`config.mk`:
```
export PLATFORM = sky130hd
export DESIGN_NAME = alu_result_stage
export DESIGN_NICKNAME = d
export VERILOG_FILES = /design/src/rtl/alu_result_stage.sv
export SDC_FILE = /design/constraint.sdc
export NUM_CORES = 1
export LEC_CHECK = 0
export CORE_MARGIN = 3
export CORE_UTILIZATION = 50
export CTS_BUF_LIST = sky130_fd_sc_hd__clkbuf_2
export CTS_CLUSTER_DIAMETER = 200
export DETAILED_ROUTE_END_ITERATION = 6
export PLACE_DENSITY = 0.82
export RECOVER_POWER = 25
export SLEW_MARGIN = 5
export SYNTH_ARGS = -nofsm -noshare
export SYNTH_HDL_FRONTEND = slang
export SYNTH_SLANG_ARGS = --single-unit
export TNS_END_PERCENT = 50
```
`constraint.sdc`:
```
create_clock -name CLK -period 5.5 [get_ports CLK]
set_clock_uncertainty 0.2 [all_clocks]
set_input_delay 0.55 -clock CLK [delete_from_list [all_inputs] [get_ports CLK]]
set_output_delay 0.55 -clock CLK [all_outputs]
set_load 0.01 [all_outputs]
```
`src/rtl/alu_result_stage.sv`:
```
// ALU result stage: registers ALU result, opcode and derived {C,Z,N} flags
// into a valid/ready FIFO of DEPTH entries and keeps a sticky carry flag.
//
// Ports:
//   CLK, RST_N           clock, async active-low reset
//   IN_VALID/IN_READY    ALU-side handshake; SEL, O[15:0], CARRY captured on push
//   OUT_VALID/OUT_READY  consumer-side handshake; RES, OUT_SEL, FLAGS show head
//   COUNT                occupied entries, 0..DEPTH
//   CLR_STICKY/STICKY_C  sticky carry clear / status
module alu_result_stage #(
  parameter  int DEPTH = 4,
  localparam int CW    = $clog2(DEPTH) + 1
) (
  input  logic          CLK,
  input  logic          RST_N,
  input  logic          IN_VALID,
  output logic          IN_READY,
  input  logic [2:0]    SEL,
  input  logic [16:0]   O,
  input  logic          CARRY,
  output logic          OUT_VALID,
  input  logic          OUT_READY,
  output logic [15:0]   RES,
  output logic [2:0]    OUT_SEL,
  output logic [2:0]    FLAGS,
  output logic [CW-1:0] COUNT,
  input  logic          CLR_STICKY,
  output logic          STICKY_C
);

  localparam int PW = $clog2(DEPTH);

  typedef struct packed {
    logic [15:0] res;
    logic [2:0]  sel;
    logic [2:0]  flg;
  } ent_t;

  ent_t          mem [DEPTH];
  ent_t          din;
  ent_t          head;
  logic [PW-1:0] wptr;
  logic [PW-1:0] rptr;
  logic [CW-1:0] count;
  logic          sticky;
  logic          push;
  logic          pop;
  logic          cflag;
  logic          unused_o16;

  assign unused_o16 = O[16];

  // Only add/sub-class opcodes produce a meaningful carry.
  assign cflag = CARRY & ((SEL == 3'b011) | SEL[2]);

  assign din.res = O[15:0];
  assign din.sel = SEL;
  assign din.flg = {cflag, (O[15:0] == 16'h0000), O[15]};

  assign IN_READY  = (count != CW'(DEPTH));
  assign OUT_VALID = (count != '0);
  assign push      = IN_VALID & IN_READY;
  assign pop       = OUT_VALID & OUT_READY;

  // Head is forced to zero while empty so stale slots never leak out.
  assign head    = OUT_VALID ? mem[rptr] : '0;
  assign RES     = head.res;
  assign OUT_SEL = head.sel;
  assign FLAGS   = head.flg;
  assign COUNT   = count;
  assign STICKY_C = sticky;

  always_ff @(posedge CLK) begin
    if (push) mem[wptr] <= din;
  end

  always_ff @(posedge CLK or negedge RST_N) begin
    if (!RST_N) begin
      wptr <= '0;
      rptr <= '0;
    end else begin
      if (push) wptr <= wptr + PW'(1);
      if (pop)  rptr <= rptr + PW'(1);
    end
  end

  always_ff @(posedge CLK or negedge RST_N) begin
    if (!RST_N) begin
      count <= '0;
    end else begin
      case ({push, pop})
        2'b10:   count <= count + CW'(1);
        2'b01:   count <= count - CW'(1);
        default: count <= count;
      endcase
    end
  end

  // A carry-setting push takes priority over a same-cycle clear.
  always_ff @(posedge CLK or negedge RST_N) begin
    if (!RST_N) begin
      sticky <= 1'b0;
    end else if (push && cflag) begin
      sticky <= 1'b1;
    end else if (CLR_STICKY) begin
      sticky <= 1'b0;
    end
  end

endmodule

```
* After elaboration in Yosys (flattened, before gate mapping)
Memory sizes are Yosys's and may differ from the RTL's.
Cells that the tools add are included.
** Storage, ports and cells
- Register bits after elaboration :: 8
- Bits in latches :: 0
- RAM bits :: 88
- ROM bits :: 0
- Input port bits :: 26
- Word-level logic and storage cells :: 28
- Memories :: 1
** Memory list
- mem :: words 4, width 22, read ports 1, clocked after memory_dff 0, wr ports 1, RTL line 39 : ent_t mem [DEPTH];
** Cells by class
- Add/sub/neg operators :: 4
- $mul :: 0
- Divide/modulo/power cells :: 0
- $lt $le $gt $ge :: 0
- Eq/ne operators :: 4
- Shift operators :: 0
- Mux-type cells :: 6
- Bitwise operators :: 4
- Reductions and logical operators :: 5
** Operators by type and width (count)
- $mux W22 :: 1
- $logic_not A16 Y1 :: 1
- $pmux W3 S2 :: 1
- $add A2 B1 Y2 const B :: 2
- $mux W1 :: 4
- $reduce_bool A2 Y1 :: 2
- $add A3 B1 Y3 const B :: 1
- $and A1 B1 Y1 :: 3
- $eq A3 B2 Y1 const B :: 1
- $ne A3 B3 Y1 const B :: 1
- $reduce_bool A3 Y1 :: 1
- $sub A3 B1 Y3 const B :: 1
- $eq A2 B1 Y1 const B :: 1
- $eq A2 B2 Y1 const B :: 1
- $logic_and A1 B1 Y1 :: 1
- $or A1 B1 Y1 :: 1

* Logic depth before layout (Yosys ltp)
Gate-level depths: netlist of run 1.
- Depth after elaboration :: 5
- Depth in mapped cells :: 9
- Depth with buffers taken out :: 9

* Worst setup path after synthesis of run 1
OpenSTA, ideal clock, no wires.
- Path type :: register -> register
- Start point :: reg count[0], in the netlist COUNT[0]
- End point :: reg count[2], in the netlist COUNT[2]
- Library setup time :: 79 ps
- Arrival time :: 2073 ps
- Required time :: 5221 ps
- Path slack :: 3147 ps
- Cell stages (with the launch flop) :: 10
- Buffers on the path :: 0
- Clock period less this slack :: 2353 ps
- Path through :: dfrtp_1 > or3b_4 > and2_4 > inv_1 > ha_1 > inv_1 > fa_1 > xor2_1 > nor2_1 > xor2_1
** On the way
- Word-level cells in the longest chain between the ends :: 4
- Elaborated cells between the ends (all ways) :: 10
- Classes of those cells :: add/sub: 2; eq/ne: 3; mux: 1; bitwise: 2; reduce/logical: 2
** Ends and longest elaborated chain
- from (decl) :: RTL line 44 : logic [CW-1:0] count;
- from (signal assigned) :: RTL line 92 : 2'b10: count <= count + CW'(1);
- from (signal assigned) :: RTL line 93 : 2'b01: count <= count - CW'(1);
- from (signal assigned) :: RTL line 94 : default: count <= count;
- $ne A3 B3 Y1 * :: RTL line 60 : assign IN_READY = (count != CW'(DEPTH));
- via IN_READY :: RTL line 17 : output logic IN_READY,
- $and A1 B1 Y1 * :: RTL line 62 : assign push = IN_VALID & IN_READY;
- $eq A2 B1 Y1 / $eq A2 B2 Y1 (equally long branches) :: RTL line 91 : case ({push, pop})
- $pmux W3 S2 / $reduce_bool A2 Y1 (equally long branches)
The timed path passes the listed nets; every way through them passes the cells marked *.
A chain may end at the register's enable or synchronous reset.

* Worst setup path after layout of run 1
- Start point :: reg rptr[0]
- End point :: out RES[7]
** On the way
- Word-level cells in the longest chain between the ends :: 2
** Ends and longest elaborated chain
- from (decl) :: RTL line 43 : logic [PW-1:0] rptr;
- from (signal assigned) :: RTL line 83 : if (pop) rptr <= rptr + PW'(1);
- $mem_v2 Z4 W22
- $mux W22 :: RTL line 66 : assign head = OUT_VALID ? mem[rptr] : '0;
- to (decl) :: RTL line 23 : output logic [15:0] RES,
Every way passes these cells.

==> results of run 1 <==
power breakdown:
part	switching (mW)	leakage, nW	total, mW	internal [mW]
registers	0.113	0.869	1.04	0.930
clock network	0.215	0.0587	0.280	0.0653
logic	0.361	0.562	0.895	0.534
total	0.688	1.49	2.22	1.53
critical path: cells and delay by family, from the launching register on:
kind,cells,cell delay [ns]
and+or+nand+nor,1,0.20
buffers and inverters,2,0.82
muxes,1,0.52
DFF,1,1.05
logic make-up after synthesis:
family / count (synthesis) / share of synthesized area
simple gates: 37 / 0.0644
buf+inv: 15 / 0.0230
mux: 23 / 0.135
flops: 92 / 0.737
fa+ha+maj: 6 / 0.0224
xor+xnor: 6 / 0.0142
compound gates: 2 / 0.00373
final timing paths:
kind                                 end  startpoint
worst max-delay path              RES[7]     rptr[0]
worst min-delay path            COUNT[0]       RST_N
worst max register to register  COUNT[2]    COUNT[0]
worst min register to register  COUNT[2]    COUNT[2]
max in group asynchronous       STICKY_C       RST_N
min in group CLK                COUNT[2]    COUNT[2]
sequential cells by signal (all words and copies together), names as in the netlist:
name / cells
COUNT: 3
STICKY_C: 1
mem: 84
rptr: 2
wptr: 2
cell type report:
class,count,area share
Sequential cell,92,0.621
Multi-Input combinational cell,74,0.202
Timing Repair Buffer,53,0.121
Tap cell,96,0.0274
Clock buffer,10,0.0114
Clock inverter,6,0.0114
Inverter,7,0.00600
cells in the mapped netlist:
cell type / n / share of area
sky130_fd_sc_hd__xor2_1: 3 / 0.0071
sky130_fd_sc_hd__nor2_1: 1 / 0.0010
sky130_fd_sc_hd__mux2_4: 1 / 0.0041
sky130_fd_sc_hd__nor2b_1: 1 / 0.0017
sky130_fd_sc_hd__and3_1: 4 / 0.0068
sky130_fd_sc_hd__edfxtp_1: 84 / 0.68
sky130_fd_sc_hd__mux4_2: 21 / 0.13
sky130_fd_sc_hd__clkbuf_1: 2 / 0.0020
sky130_fd_sc_hd__buf_2: 2 / 0.0027
sky130_fd_sc_hd__and2_4: 1 / 0.0024
sky130_fd_sc_hd__or3b_4: 1 / 0.0030
sky130_fd_sc_hd__a21oi_1: 1 / 0.0014
sky130_fd_sc_hd__inv_1: 7 / 0.0071
sky130_fd_sc_hd__and2_1: 22 / 0.037
sky130_fd_sc_hd__nand3_1: 1 / 0.0014
sky130_fd_sc_hd__a22o_1: 1 / 0.0024
sky130_fd_sc_hd__or3_1: 1 / 0.0017
sky130_fd_sc_hd__nor4_1: 4 / 0.0068
sky130_fd_sc_hd__ha_1: 5 / 0.017
sky130_fd_sc_hd__buf_6: 3 / 0.0091
sky130_fd_sc_hd__and4_1: 1 / 0.0024
sky130_fd_sc_hd__buf_4: 1 / 0.0020
sky130_fd_sc_hd__xnor2_1: 3 / 0.0071
sky130_fd_sc_hd__dfrtp_1: 8 / 0.054
sky130_fd_sc_hd__mux2i_1: 1 / 0.0027
sky130_fd_sc_hd__fa_1: 1 / 0.0054
routing by layer:
metal | share of wire | GRT usage | up-vias
met4 | 0.0022 | 0.0408 | 0
met2 | 0.52 | 0.268 | 63
met1 | 0.41 | 0.209 | 943
met5 | 0 | 0 | -
li1 | - | - | 822
met3 | 0.062 | 0.0476 | 2
==> out/summary.md, run 1 <==
### Drt
* antenna-violating nets left: 0
* DRT Pass-1 Iters: 4
* via density per instance: 5.41
* number of remaining DRC errors: 0
* WL per Instance: 18.5 microns
* Vias: 1,830
* overall routed net length: 6260 microns
* first-iteration detailed-routing DRC count: 103

### Timing
* total count of max-transition violations in the final report: 0
* Relative slew margins: 0.249
* FMAX: 259 MHz
* final worst setup slack: 1.64 ns
* final worst hold slack: 0.142 ns
* shortest period the worst path allows: 3.86 ns
* slew at the pin closest to its max-slew limit: 1.13 ns
* unrepaired setup endpoints after global routing: no
* final setup TNS: 0 ns
* final cycle utilization of the critical path: 0.701
* final setup violating endpoints: 0
* hold violation total from the final report: 0

### Yosys
* netlist area before placement: 0.00369 sq mm
* number of warnings issued by yosys: 0
* #FFs+latches synth: 92
* number of distinct standard cells referenced by the synthesized netlist: 26
* number of nets produced by synthesis: 213
* share of synthesized area occupied by flip-flops and latches: 0.737
* instance count of the mapped netlist: 181
* mean cell area of the mapped netlist: 20.4 sq um

### Finish
* antenna cell count: 0
* growth of design area from synthesis to finish: 18.7%
* most common cell after layout, fill and taps aside: sky130_fd_sc_hd__edfxtp_1
* Filler Cells Inserted: 532
* FF+latch area: 0.00272 sq mm
* final standard cell area without fillers: 0.00438 sq mm
* multi-input logic area: 885 sq um
* fraction of layout instances using a drive strength above 1: 0.169
* fin nets: 269
* post-layout instance count excluding filler cells: 338
* commonest cells after routing, fill and taps aside: sky130_fd_sc_hd__edfxtp_1 (84), sky130_fd_sc_hd__clkdlybuf4s50_1 (38), sky130_fd_sc_hd__and2_1 (22)
* Post-Route Utilization: 0.628

### Worst setup path
* Worst setup SP type: register
* register-to-register path setup slack: 2.82 ns
* CP arrival: 3.11 ns
* Worst Setup End Kind: primary output
* Worst Reg-to-Reg Cells: 8
* Worst Path Class, Setup: reg -> out
* maximum fanout count along the critical path: 17
* data required time of the critical path: 4.75 ns
* largest incremental delay on the critical path: 1.05 ns
* Max stage delay cell, worst path: sky130_fd_sc_hd__dfrtp_1
* chain of cells forming the critical path: buf_4, mux4_2, and2_1, clkdlybuf4s50_1

### Power
* total power consumption of the routed design: 2.22 mW
* PwrDens: 506 mW/mm^2
* worst IR drop on VDD: 0.278 mV
* Static Leak: 1.49 nW

### Clocking
* cell at the root of the clock tree: sky130_fd_sc_hd__clkbuf_2
* clock-pin transition on the worst setup and hold timing paths: 0.23 ns
* count of instances resized after the clock tree is built: 0
* CTS Hold Bufs: 0
* Clock Tree Buf Depth: 2
* Max H-tree Level: 3
* post-CTS setup buffers: 0
* number of sinks driven by the clock tree: 92
* CTS tree: built
* Clk Latency, worst-skew pair: 0.51 ns
* number of CTS-inserted buffers: 9

### Placed design
* number of placed instances, taps included: 322
* post-detail-place hpwl: 4100 microns
* number of buffer cells added on primary ports: 52
* Placement Setup Slack: 2.14 ns
* weighted congestion reported at the end of routability-driven placement: 0.696
* cell area after placement: 0.00428 sq mm

### GRT
* Remaining Overflow, GRT: 0
* All-Layer GR Usage: 0.161
* pin count of the biggest net entering global routing: 25
* number of global-route vias before repair: 1,928
* initial antenna violation count: 0
* global-route wire length before repair: 10,200 microns

### Floorplanning
* row cnt: 30
* width of the chip: 91.9 microns
* die area: 0.00845 sq mm
* I/O pin cnt: 54
* placeable core region: 0.00698 sq mm
* starting density of the core: 0.529
* vertical extent of the die: 91.9 microns

### Status
* result of the run: finished clean

### Flow run
* maxcap violations: 0

### Worst hold path
* worst hold-check path type: in -> async

(Power assumes the default switching activity.)
==> inputs of run 2 (changes only) <==
--- a/config.mk
+++ b/config.mk
@@ -10,7 +10,7 @@
 export CTS_BUF_LIST = sky130_fd_sc_hd__clkbuf_2
 export CTS_CLUSTER_DIAMETER = 200
 export DETAILED_ROUTE_END_ITERATION = 6
-export PLACE_DENSITY = 0.82
+export PLACE_DENSITY = 0.85
 export RECOVER_POWER = 25
 export SLEW_MARGIN = 5
 export SYNTH_ARGS = -nofsm -noshare
==> constraint.sdc (replaced) <==
create_clock -name CLK -period 3.37 [get_ports CLK]
set_clock_uncertainty 0.2 [all_clocks]
set_input_delay 0.337 -clock CLK [delete_from_list [all_inputs] [get_ports CLK]]
set_output_delay 0.337 -clock CLK [all_outputs]
set_load 0.01 [all_outputs]
==> run 2 against run 1 <==
Net effect: final area up 2.0%; power up 71%; wire length up 1.2%; worst setup slack worse by 1.3 ns; critical path depth unchanged; global-route usage up 0.54 points; first-iteration DRC count up 0.97%; via count unchanged; non-clock buffer count up 6; clock-buffer cell count unchanged; hold slack better by 0.10 ns; highest routed layer unchanged.
==> out/summary.md, run 2 (same netlist as run 1, synthesis figures left out) <==
### Clocking
* CTS tree: built, unchanged
* number of CTS-inserted buffers: 9, unchanged
* clock-pin transition on the worst setup and hold timing paths: 0.22 ns, was 0.23 ns
* count of instances resized after the clock tree is built: 0, unchanged
* CTS Hold Bufs: 1, was 0
* Clock Tree Buf Depth: 2, unchanged
* Clk Latency, worst-skew pair: 0.50 ns, was 0.51 ns
* Max H-tree Level: 3, unchanged
* number of sinks driven by the clock tree: 92, unchanged
* cell at the root of the clock tree: sky130_fd_sc_hd__clkbuf_2, unchanged
* post-CTS setup buffers: 0, unchanged

### GRT
* pin count of the biggest net entering global routing: 25, unchanged
* All-Layer GR Usage: 0.166, was 0.161
* initial antenna violation count: 0, unchanged
* number of global-route vias before repair: 2,018, was 1,928
* Remaining Overflow, GRT: 0, unchanged
* global-route wire length before repair: 10,500 microns, was 10,200 microns

### Worst setup path
* Worst Setup End Kind: primary output, unchanged
* Worst Path Class, Setup: reg -> out, unchanged
* data required time of the critical path: 2.83 ns, was 4.75 ns
* Worst setup SP type: register, unchanged
* CP arrival: 2.50 ns, was 3.11 ns
* maximum fanout count along the critical path: 23, was 17

### Power
* switching power: 1.13 mW, was 688 uW
* Static Leak: 1.54 nW, was 1.49 nW
* switching part of the total: 0.300, was 0.310
* relative contribution of sequential cells to total power: 0.419, was 0.470
* PwrDens: 847 mW/mm^2, was 506 mW/mm^2
* Int Power: 2.65 mW, was 1.53 mW
* fraction of power consumed by the clock network: 0.159, was 0.126
* proportion of power drawn by combinational gates: 0.422, was 0.404
* worst IR drop on VDD: 0.509 mV, was 0.278 mV

### Drt
* Vias: 1,830, unchanged
* WL per Instance: 18.4 microns, was 18.5 microns
* antenna-violating nets left: 0, unchanged
* number of remaining DRC errors: 0, unchanged
* first-iteration detailed-routing DRC count: 104, was 103
* overall routed net length: 6330 microns, was 6260 microns
* via density per instance: 5.32, was 5.41
* DRT Pass-1 Iters: 4, unchanged

### Placed design
* weighted congestion reported at the end of routability-driven placement: 0.694, was 0.696
* number of buffer cells added on primary ports: 52, unchanged
* post-detail-place hpwl: 3970 microns, was 4100 microns
* number of placed instances, taps included: 327, was 322

### Floorplanning
* placeable core region: 0.00698 sq mm, unchanged
* vertical extent of the die: 91.9 microns, unchanged
* starting density of the core: 0.529, unchanged
* I/O pin cnt: 54, unchanged
* width of the chip: 91.9 microns, unchanged
* die area: 0.00845 sq mm, unchanged
* row cnt: 30, unchanged

### Finish
* fin nets: 275, was 269
* most common cell after layout, fill and taps aside: sky130_fd_sc_hd__edfxtp_1, unchanged
* commonest cells after routing, fill and taps aside: sky130_fd_sc_hd__edfxtp_1 (84), sky130_fd_sc_hd__clkdlybuf4s50_1 (35), sky130_fd_sc_hd__and2_1 (22), was sky130_fd_sc_hd__edfxtp_1 (84), sky130_fd_sc_hd__clkdlybuf4s50_1 (38), sky130_fd_sc_hd__and2_1 (22)
* antenna cell count: 0, unchanged
* Filler Cells Inserted: 514, was 532
* register name with the most flops: mem, unchanged
* fraction of layout instances using a drive strength above 1: 0.185, was 0.169
* flip-flop count of the largest register, all copies and words added: 84, unchanged
* growth of design area from synthesis to finish: 21.0%, was 18.7%
* Post-Route Utilization: 0.640, was 0.628
* post-layout instance count excluding filler cells: 344, was 338

### Timing
* final setup TNS: 0 ns, unchanged
* final cycle utilization of the critical path: 0.900
* FMAX: 330 MHz
* final setup violating endpoints: 0, unchanged
* final worst hold slack: 0.246 ns, was 0.142 ns
* Relative slew margins: 0.516, was 0.249
* slew at the pin closest to its max-slew limit: 0.726 ns, was 1.13 ns
* unrepaired setup endpoints after global routing: no, unchanged
* hold violation total from the final report: 0, unchanged
* shortest period the worst path allows: 3.03 ns
* total count of max-transition violations in the final report: 0, unchanged

### Status
* result of the run: finished clean, unchanged

### Flow run
* maxcap violations: 0, unchanged

### Worst hold path
* worst hold-check path type: in -> reg, was in -> async

[run 2: changes by cell type in the layout (fill, tap and decap cells not counted), sizes merged]
cell           delta
bufinv            +2
inv               -1
clkdlybuf4s50     -3
buf               +5
clkinv            -1
dlygate4sd3       +4
[run 2: path summary, 6_finish.rpt]
kind / start / end / slack [ns] / cells after the start
worst max-delay path: rptr[0] / FLAGS[0] / 0.34 / 4
worst min-delay path: OUT_READY / rptr[1] / 0.25 / 3
worst max register to register: COUNT[0] / COUNT[2] / 0.68 / 8
worst min register to register: COUNT[2] / COUNT[2] / 0.34 / 1
max in group asynchronous: RST_N / STICKY_C / 2.27 / 2
min in group asynchronous: RST_N / COUNT[0] / 0.41 / 2
[run 2: cell type report]
cell class / instances / area [sq um] / share of cell area
clock buffer: 10 / 50.0 / 0.0112
clock inverter: 6 / 88.8 / 0.0199
inverter: 7 / 26.3 / 0.00588
multi-input combinational: 74 / 885 / 0.198
sequential: 92 / 2720 / 0.609
tap: 96 / 120 / 0.0269
timing repair buffer: 59 / 576 / 0.129
[run 2: power groups by stage]
stage | combinational (mW) | clock (mW) | sequential (mW)
after floorplan | 0.950 | 0 | 1.61
final | 1.60 | 0.600 | 1.59
after CTS | 1.64 | 0.620 | 1.59
after global routing | 1.73 | 0.665 | 1.62
after global placement | 1.60 | 0 | 1.60
after detailed placement | 1.62 | 0 | 1.62
[run 2: critical path, cell delays in order, from the launching register on]
cell,delay (ns)
sky130_fd_sc_hd__dfrtp_1,0.37
sky130_fd_sc_hd__buf_4,0.39
sky130_fd_sc_hd__mux4_2,0.57
sky130_fd_sc_hd__and2_1,0.19
sky130_fd_sc_hd__clkdlybuf4s50_1,0.48
[run 2: layer usage]
| layer | share of wire | global-route usage |
|---|---|---|
| met5 | 0 | 0 |
| met4 | 0.0084 | 0.0594 |
| met1 | 0.43 | 0.218 |
| met3 | 0.055 | 0.0386 |
| met2 | 0.51 | 0.276 |
[run 2: through the flow]
| stage | cell area (sq um) | total power, mW | worst slack [ns] |
|---|---|---|---|
| after CTS | 4470 | 3.85 | 0.240 |
| after floorplan | 3690 | 2.56 | 1.02 |
| after detailed placement | 4320 | 3.24 | 0.681 |
| after global placement | 4320 | 3.20 | 0.781 |
| after global routing | 4470 | 4.01 | 0.127 |
| final | 4470 | 3.79 | 0.336 |
